<file path="config.mk">
export PLATFORM = sky130hd
export DESIGN_NAME = uart_tx_arbiter
export DESIGN_NICKNAME = d
export VERILOG_FILES = /design/src/rtl/uart_pkg.sv /design/src/rtl/rr_pick.sv /design/src/rtl/uart_tx_arbiter.sv
export SDC_FILE = /design/constraint.sdc
export NUM_CORES = 1
export LEC_CHECK = 0
export ABC_AREA = 1
export BUFFER_PORTS_ARGS = -buffer_cell sky130_fd_sc_hd__buf_2
export CAP_MARGIN = 20
export CORE_ASPECT_RATIO = 1.25
export CORE_MARGIN = 5
export CORE_UTILIZATION = 56
export DETAILED_ROUTE_END_ITERATION = 12
export GPL_TIMING_DRIVEN = 0
export MAX_ROUTING_LAYER = met4
export PLACE_DENSITY_LB_ADDON = 0.08
export SETUP_SLACK_MARGIN = 0.2
export SLEW_MARGIN = 20
export SYNTH_ARGS = -nofsm -noshare
export SYNTH_HDL_FRONTEND = slang
export SYNTH_SLANG_ARGS = --single-unit
</file>
<file path="constraint.sdc">
create_clock -name i_clk -period 3.6 [get_ports i_clk]
set_clock_uncertainty 0.2 [all_clocks]
set_input_delay 0.18 -clock i_clk [delete_from_list [all_inputs] [get_ports i_clk]]
set_output_delay 0.18 -clock i_clk [all_outputs]
set_load 0.02 [all_outputs]
</file>
<file path="src/rtl/uart_pkg.sv">
// ============================================================================
// Module      : uart_pkg
// Description : Shared UART byte width and arbiter state encoding.
// Revision    : 1.0 - initial release
// ============================================================================
`default_nettype none

package uart_pkg;

    localparam int UART_BYTE_W = 8;

    localparam logic [0:0] S_IDLE  = 1'b0;
    localparam logic [0:0] S_GRANT = 1'b1;

endpackage

`default_nettype wire

</file>
<file path="src/rtl/rr_pick.sv">
// ============================================================================
// Module      : rr_pick
// Description : Combinational round-robin picker; first request at or above
//               the pointer, wrapping, wins.
// Revision    : 1.0 - initial release
// ============================================================================
`default_nettype none

module rr_pick #(
    parameter int N  = 4,
    parameter int PW = (N > 1) ? $clog2(N) : 1
) (
    input  logic [N-1:0]  req,
    input  logic [PW-1:0] ptr,
    output logic [N-1:0]  winner,
    output logic          any
);

    logic [N-1:0] w_cand;

    function automatic int wrap_idx(input int base, input int off);
        int s;
        s = base + off;
        return (s >= N) ? (s - N) : s;
    endfunction

    // Scan from farthest to nearest so the request closest to ptr overwrites.
    always_comb begin
        winner = '0;
        w_cand = '0;
        any    = |req;
        for (int i = N - 1; i >= 0; i--) begin
            w_cand = {{(N-1){1'b0}}, 1'b1} << wrap_idx(int'(ptr), i);
            if ((req & w_cand) != '0) begin
                winner = w_cand;
            end
        end
    end

endmodule

`default_nettype wire

</file>
<file path="src/rtl/uart_tx_arbiter.sv">
// ============================================================================
// Module      : uart_tx_arbiter
// Description : Packet-atomic round-robin arbiter sharing one UART transmitter
//               between N_PORTS byte-stream requesters.
// Revision    : 1.0 - initial release
// ============================================================================
`default_nettype none

module uart_tx_arbiter
    import uart_pkg::*;
#(
    parameter int N_PORTS       = 4,
    parameter int MAX_BURST     = 16,
    parameter int STALL_TIMEOUT = 64
) (
    input  logic                           i_clk,
    input  logic                           i_rst,
    input  logic [UART_BYTE_W*N_PORTS-1:0] i_req_data,
    input  logic [N_PORTS-1:0]             i_req_valid,
    input  logic [N_PORTS-1:0]             i_req_last,
    output logic [N_PORTS-1:0]             o_req_ready,
    output logic [UART_BYTE_W-1:0]         o_tx_data,
    output logic                           o_tx_data_valid,
    input  logic                           i_tx_data_rdy,
    output logic [N_PORTS-1:0]             o_grant,
    output logic                           o_busy
);

    localparam int         PTR_W        = (N_PORTS > 1) ? $clog2(N_PORTS) : 1;
    localparam logic [7:0] c_burst_last = 8'(MAX_BURST - 1);
    localparam logic [7:0] c_stall_last = 8'(STALL_TIMEOUT - 1);

    logic [0:0]             r_state, w_state_nxt;
    logic [N_PORTS-1:0]     r_grant, w_grant_nxt;
    logic [PTR_W-1:0]       r_ptr, w_ptr_nxt, w_ptr_after;
    logic [7:0]             r_burst, w_burst_nxt;
    logic [7:0]             r_stall, w_stall_nxt;
    logic [N_PORTS-1:0]     w_pick;
    logic                   w_any;
    logic                   w_valid_g, w_last_g, w_xfer, w_release;
    logic [UART_BYTE_W-1:0] w_data_g;

    rr_pick #(
        .N  (N_PORTS),
        .PW (PTR_W)
    ) u_pick (
        .req    (i_req_valid),
        .ptr    (r_ptr),
        .winner (w_pick),
        .any    (w_any)
    );

    // Owner's byte and the pointer value that follows the owner on release.
    always_comb begin
        w_data_g    = '0;
        w_ptr_after = '0;
        for (int k = 0; k < N_PORTS; k++) begin
            if (r_grant[k]) begin
                w_data_g    = i_req_data[k*UART_BYTE_W +: UART_BYTE_W];
                w_ptr_after = (k == N_PORTS - 1) ? '0 : PTR_W'(k + 1);
            end
        end
    end

    assign w_valid_g = |(i_req_valid & r_grant);
    assign w_last_g  = |(i_req_last & r_grant);
    assign w_xfer    = w_valid_g & i_tx_data_rdy;

    always_ff @(posedge i_clk or posedge i_rst) begin
        if (i_rst) begin
            r_state <= S_IDLE;
            r_grant <= '0;
            r_ptr   <= '0;
            r_burst <= '0;
            r_stall <= '0;
        end else begin
            r_state <= w_state_nxt;
            r_grant <= w_grant_nxt;
            r_ptr   <= w_ptr_nxt;
            r_burst <= w_burst_nxt;
            r_stall <= w_stall_nxt;
        end
    end

    always_comb begin
        w_state_nxt = r_state;
        w_grant_nxt = r_grant;
        w_ptr_nxt   = r_ptr;
        w_burst_nxt = r_burst;
        w_stall_nxt = r_stall;
        w_release   = 1'b0;
        case (r_state)
            S_IDLE: begin
                if (w_any) begin
                    w_state_nxt = S_GRANT;
                    w_grant_nxt = w_pick;
                    w_burst_nxt = '0;
                    w_stall_nxt = '0;
                end
            end
            S_GRANT: begin
                if (w_xfer) begin
                    if (w_last_g || (r_burst == c_burst_last)) begin
                        w_release = 1'b1;
                    end else begin
                        w_burst_nxt = r_burst + 8'd1;
                        w_stall_nxt = '0;
                    end
                end else if (!w_valid_g) begin
                    if (r_stall == c_stall_last) begin
                        w_release = 1'b1;
                    end else begin
                        w_stall_nxt = r_stall + 8'd1;
                    end
                end else begin
                    // Transmitter backpressure: owner is still presenting a byte.
                    w_stall_nxt = '0;
                end
                if (w_release) begin
                    w_state_nxt = S_IDLE;
                    w_grant_nxt = '0;
                    w_ptr_nxt   = w_ptr_after;
                    w_burst_nxt = '0;
                    w_stall_nxt = '0;
                end
            end
            default: begin
                w_state_nxt = S_IDLE;
                w_grant_nxt = '0;
            end
        endcase
    end

    always_comb begin
        o_busy          = (r_state == S_GRANT);
        o_grant         = r_grant;
        o_req_ready     = r_grant & {N_PORTS{i_tx_data_rdy}};
        o_tx_data_valid = 1'b0;
        o_tx_data       = '0;
        if (r_state == S_GRANT) begin
            o_tx_data_valid = w_valid_g;
            o_tx_data       = w_data_g;
        end
    end

endmodule

`default_nettype wire

</file>
==> run_results.csv <==
group,metric,value,unit
job,max-cap-violations,0,
synth,synth.lib_cells_used.distinct,33,
power,power.switching,0.8163,mW
synth,sequential_cell_area_fraction_in_the_yosys_report,0.2871,
route,routed_via_density,5.440,
grt,antenna_violations_before_repair,0,
synth,postSynthCellCount,307,
clock_network,cts.sink_count,23,
grt,grtUsageTotal,0.2158,
grt,grt_first_pass_wirelength,8.735,mm
final_layout,antenna_cells,0,
synth,ys_seq_elements,23,
timing,min_period,2.115,ns
outcome,outcome,"finished, final reports clean",
power,power_per_cell_area,656.0,mW/mm^2
synth,ys_warn_count,0,
timing,max_clock_freq,472.9,MHz
final_layout,finalNonFillerCells,411,
power,power.internal,0.7645,mW
grt,grt_start_max_net_pins,24,
die,core-area,0.003483,mm^2
timing,max_slew.worst_pin.slew,0.8755,ns
timing,grt_setup_unrepaired,"no",
route,drt-wirelength-per-cell,12.64,um
die,placement_rows,24,
die,area_of_the_die,0.004883,mm^2
power,seq_power_share,0.240,
route,route.antenna.remaining_nets,0,
die,fp.dieH,76.89,um
die,top_level_ports,61,
power,power_switching_share,0.5164,
synth,post_synth_net_total,352,
timing,final_max_slew_viol_count,0,
power,ir_worst_vdd,0.4658,mV
clock_network,inserted_clock_buffers,3,
worst_setup_path,timing.critical_path.fanout_max,9,
final_layout,multiInputGateArea,0.001185,mm^2
worst_setup_path,cp_data_arrival_time,1.73,ns
worst_setup_path,timing_worst_setup_path_type,"reg -> out",
route,dr.pass1.iters,5,
clock_network,cts.repair_timing.setup_buffer_count,0,
placed_design,dp_hpwl,4.063,mm
worst_setup_path,worstSetupEndpointType,"primary output",
route,drt_iter0_drc,93,
die,die-width,63.51,um
route,via_count,2236,
timing,timing.final.setup_violations,0,
synth,post_synth_instance_area,0.002004,mm^2
worst_setup_path,critical_path_required,3.22,ns
power,power_frac_clock,0.104,
timing,timing.final.crit_share,0.5874,
hold_path,hold_removal_path_class,"in -> reg",
die,start_util,0.5754,
final_layout,area_growth_syn_to_layout,20.22,%
placed_design,io_buffer_count,60,
power,power.static_leakage,1.356,nW
final_layout,layout.area.seq,575.6,um^2
synth,synth_area_per_cell,6.529,um^2
final_layout,n_fill_cell,331,
timing,final_hold_viol_count,0,
grt,grt_overflow,0,
timing,timing.slew.headroom,0.4157,
placed_design,place.gp.congestion,0.8825,
final_layout,final_common_cell,"nand2_1",
timing,final_critical_path_setup_slack,1.485,ns
timing,tns_setup,0,ns
power,power_frac_comb,0.656,
clock_network,root_buffer_selected_by_cts,"clkbuf_8",
final_layout,drive_above_1_share,0.2446,
final_layout,finish.net_count,418,
route,drt-total-wl,5.196,mm
placed_design,post-place-cells,406,
placed_design,place_worst_setup_slack,1.769,ns
clock_network,cts_tree,"done",
clock_network,clock_insertion_delay_worst_skew,0.27,ns
route,drc_errors,0,
clock_network,htreeDepth,1,
final_layout,layout.cells.most_common_list,"83 x nand2_1, 60 x buf_2, 37 x inv_1",
grt,grt_pass1_vias,2038,
worst_setup_path,timing.critical_path.from_type,"register",
clock_network,clk_path_buf_depth,2,
clock_network,clk_transition_reported_paths,0.09,ns
==> critical path, stage by stage, from the launching register on <==
cell	delay, ns
dfrtp_1	0.48
inv_1	0.07
nand2_1	0.06
clkinv_1	0.23
a22oi_1	0.23
o21ai_0	0.09
o21ai_0	0.07
nor2_1	0.05
buf_2	0.18
==> timing repair <==
action | in CTS | in global routing
hold buffers | 1 | 0
hold endpoints to repair | 23 | 0
gates resized for setup | 0 | 0
==> through the flow <==
step	power (mW)	instance area, um^2	util	hold slack [ns]
after floorplan	1.146	2004	-	-0.01808
after global placement	1.413	2354	0.6756	0.2089
after detailed placement	1.419	2354	0.6756	0.2205
after CTS	1.583	2410	0.6918	0.1649
after global routing	1.731	2410	0.6918	0.1942
final	1.581	2410	0.6918	0.1648
==> metal layers <==
| metal | global-route usage | part of all wire | routed length (um) | up-vias |
|---|---|---|---|---|
| met5 | - | 0 | 0 | - |
| met4 | 0.06029 | 0.020 | 106 | 0 |
| met3 | 0.02193 | 0.050 | 260 | 13 |
| met2 | 0.3831 | 0.51 | 2647 | 71 |
| met1 | 0.2545 | 0.42 | 2181 | 1018 |
| li1 | - | - | - | 1134 |
==> power groups by stage <==
stage / combinational (mW) / clock, mW / sequential [mW]
after floorplan: 0.750 / 0 / 0.396
after global placement: 1.03 / 0 / 0.385
after detailed placement: 1.03 / 0 / 0.385
after CTS: 1.04 / 0.166 / 0.380
after global routing: 1.16 / 0.180 / 0.391
final: 1.04 / 0.164 / 0.380
==> layout make-up <==
type                            count  area share
Buffer                             10     0.03894
Clock buffer                        3     0.01713
Clock inverter                      1    0.002077
Inverter                           40     0.06231
Multi-Input combinational cell    234      0.4917
Sequential cell                    23      0.2388
Tap cell                           39     0.02025
Timing Repair Buffer               61      0.1288
==> Yosys cell counts <==
| cell type | count | area share |
|---|---|---|
| a21oi_1 | 8 | 0.020 |
| a22oi_1 | 8 | 0.030 |
| a32o_1 | 1 | 0.0050 |
| buf_1 | 1 | 0.0019 |
| buf_4 | 3 | 0.011 |
| buf_6 | 2 | 0.011 |
| clkbuf_1 | 1 | 0.0019 |
| clkbuf_8 | 3 | 0.021 |
| clkinv_1 | 1 | 0.0019 |
| dfrtp_1 | 23 | 0.29 |
| ha_1 | 2 | 0.012 |
| inv_1 | 37 | 0.069 |
| inv_2 | 2 | 0.0037 |
| nand2_1 | 83 | 0.16 |
| nand2_2 | 4 | 0.012 |
| nand2_4 | 2 | 0.011 |
| nand3_1 | 28 | 0.070 |
| nand3b_1 | 2 | 0.0075 |
| nand4_1 | 7 | 0.022 |
| nand4_2 | 1 | 0.0062 |
| nor2_1 | 34 | 0.064 |
| nor2_2 | 3 | 0.0094 |
| nor2_4 | 2 | 0.011 |
| nor3_1 | 2 | 0.0050 |
| nor3_2 | 1 | 0.0050 |
| nor3b_1 | 2 | 0.0075 |
| o21ai_0 | 22 | 0.055 |
| o21ai_1 | 5 | 0.012 |
| o21ai_2 | 4 | 0.017 |
| o21bai_1 | 1 | 0.0037 |
| o22ai_1 | 3 | 0.0094 |
| o32ai_1 | 1 | 0.0044 |
| xor2_1 | 8 | 0.035 |
==> path summary, 6_finish.rpt <==
kind | start | end | slack [ns] | cells past startpoint
min in group asynchronous | i_rst | r_burst[6]$_DFFE_PP0P_ | 0.44 | 3
worst max-delay path | o_grant[1]$_DFFE_PP0P_ | o_tx_data[2] | 1.49 | 8
worst max register to register | r_burst[0]$_DFFE_PP0P_ | r_ptr[0]$_DFFE_PP0P_ | 1.77 | 10
max in group asynchronous | i_rst | o_grant[3]$_DFFE_PP0P_ | 2.22 | 3
worst min-delay path | i_req_valid[3] | o_grant[3]$_DFFE_PP0P_ | 0.16 | 5
worst min register to register | r_stall[1]$_DFFE_PP0P_ | r_stall[1]$_DFFE_PP0P_ | 0.32 | 2
==> registers in the layout (all words and copies together) (netlist names) <==
signal and cells:
r_ptr 2, o_busy 1, o_grant 4, r_stall 8, r_burst 8
==> cell families (layout without fill, tap and decap cells) <==
family / count (synthesis) / in the layout / share of synthesized area
fa+ha+maj: 2 / 2 / 0.01248
xor+xnor: 8 / 8 / 0.03496
buf+inv: 50 / 115 / 0.1217
simple gates: 171 / 171 / 0.3864
flops: 23 / 23 / 0.2871
compound gates: 53 / 53 / 0.1573
Power figures use the tool's default switching activity.
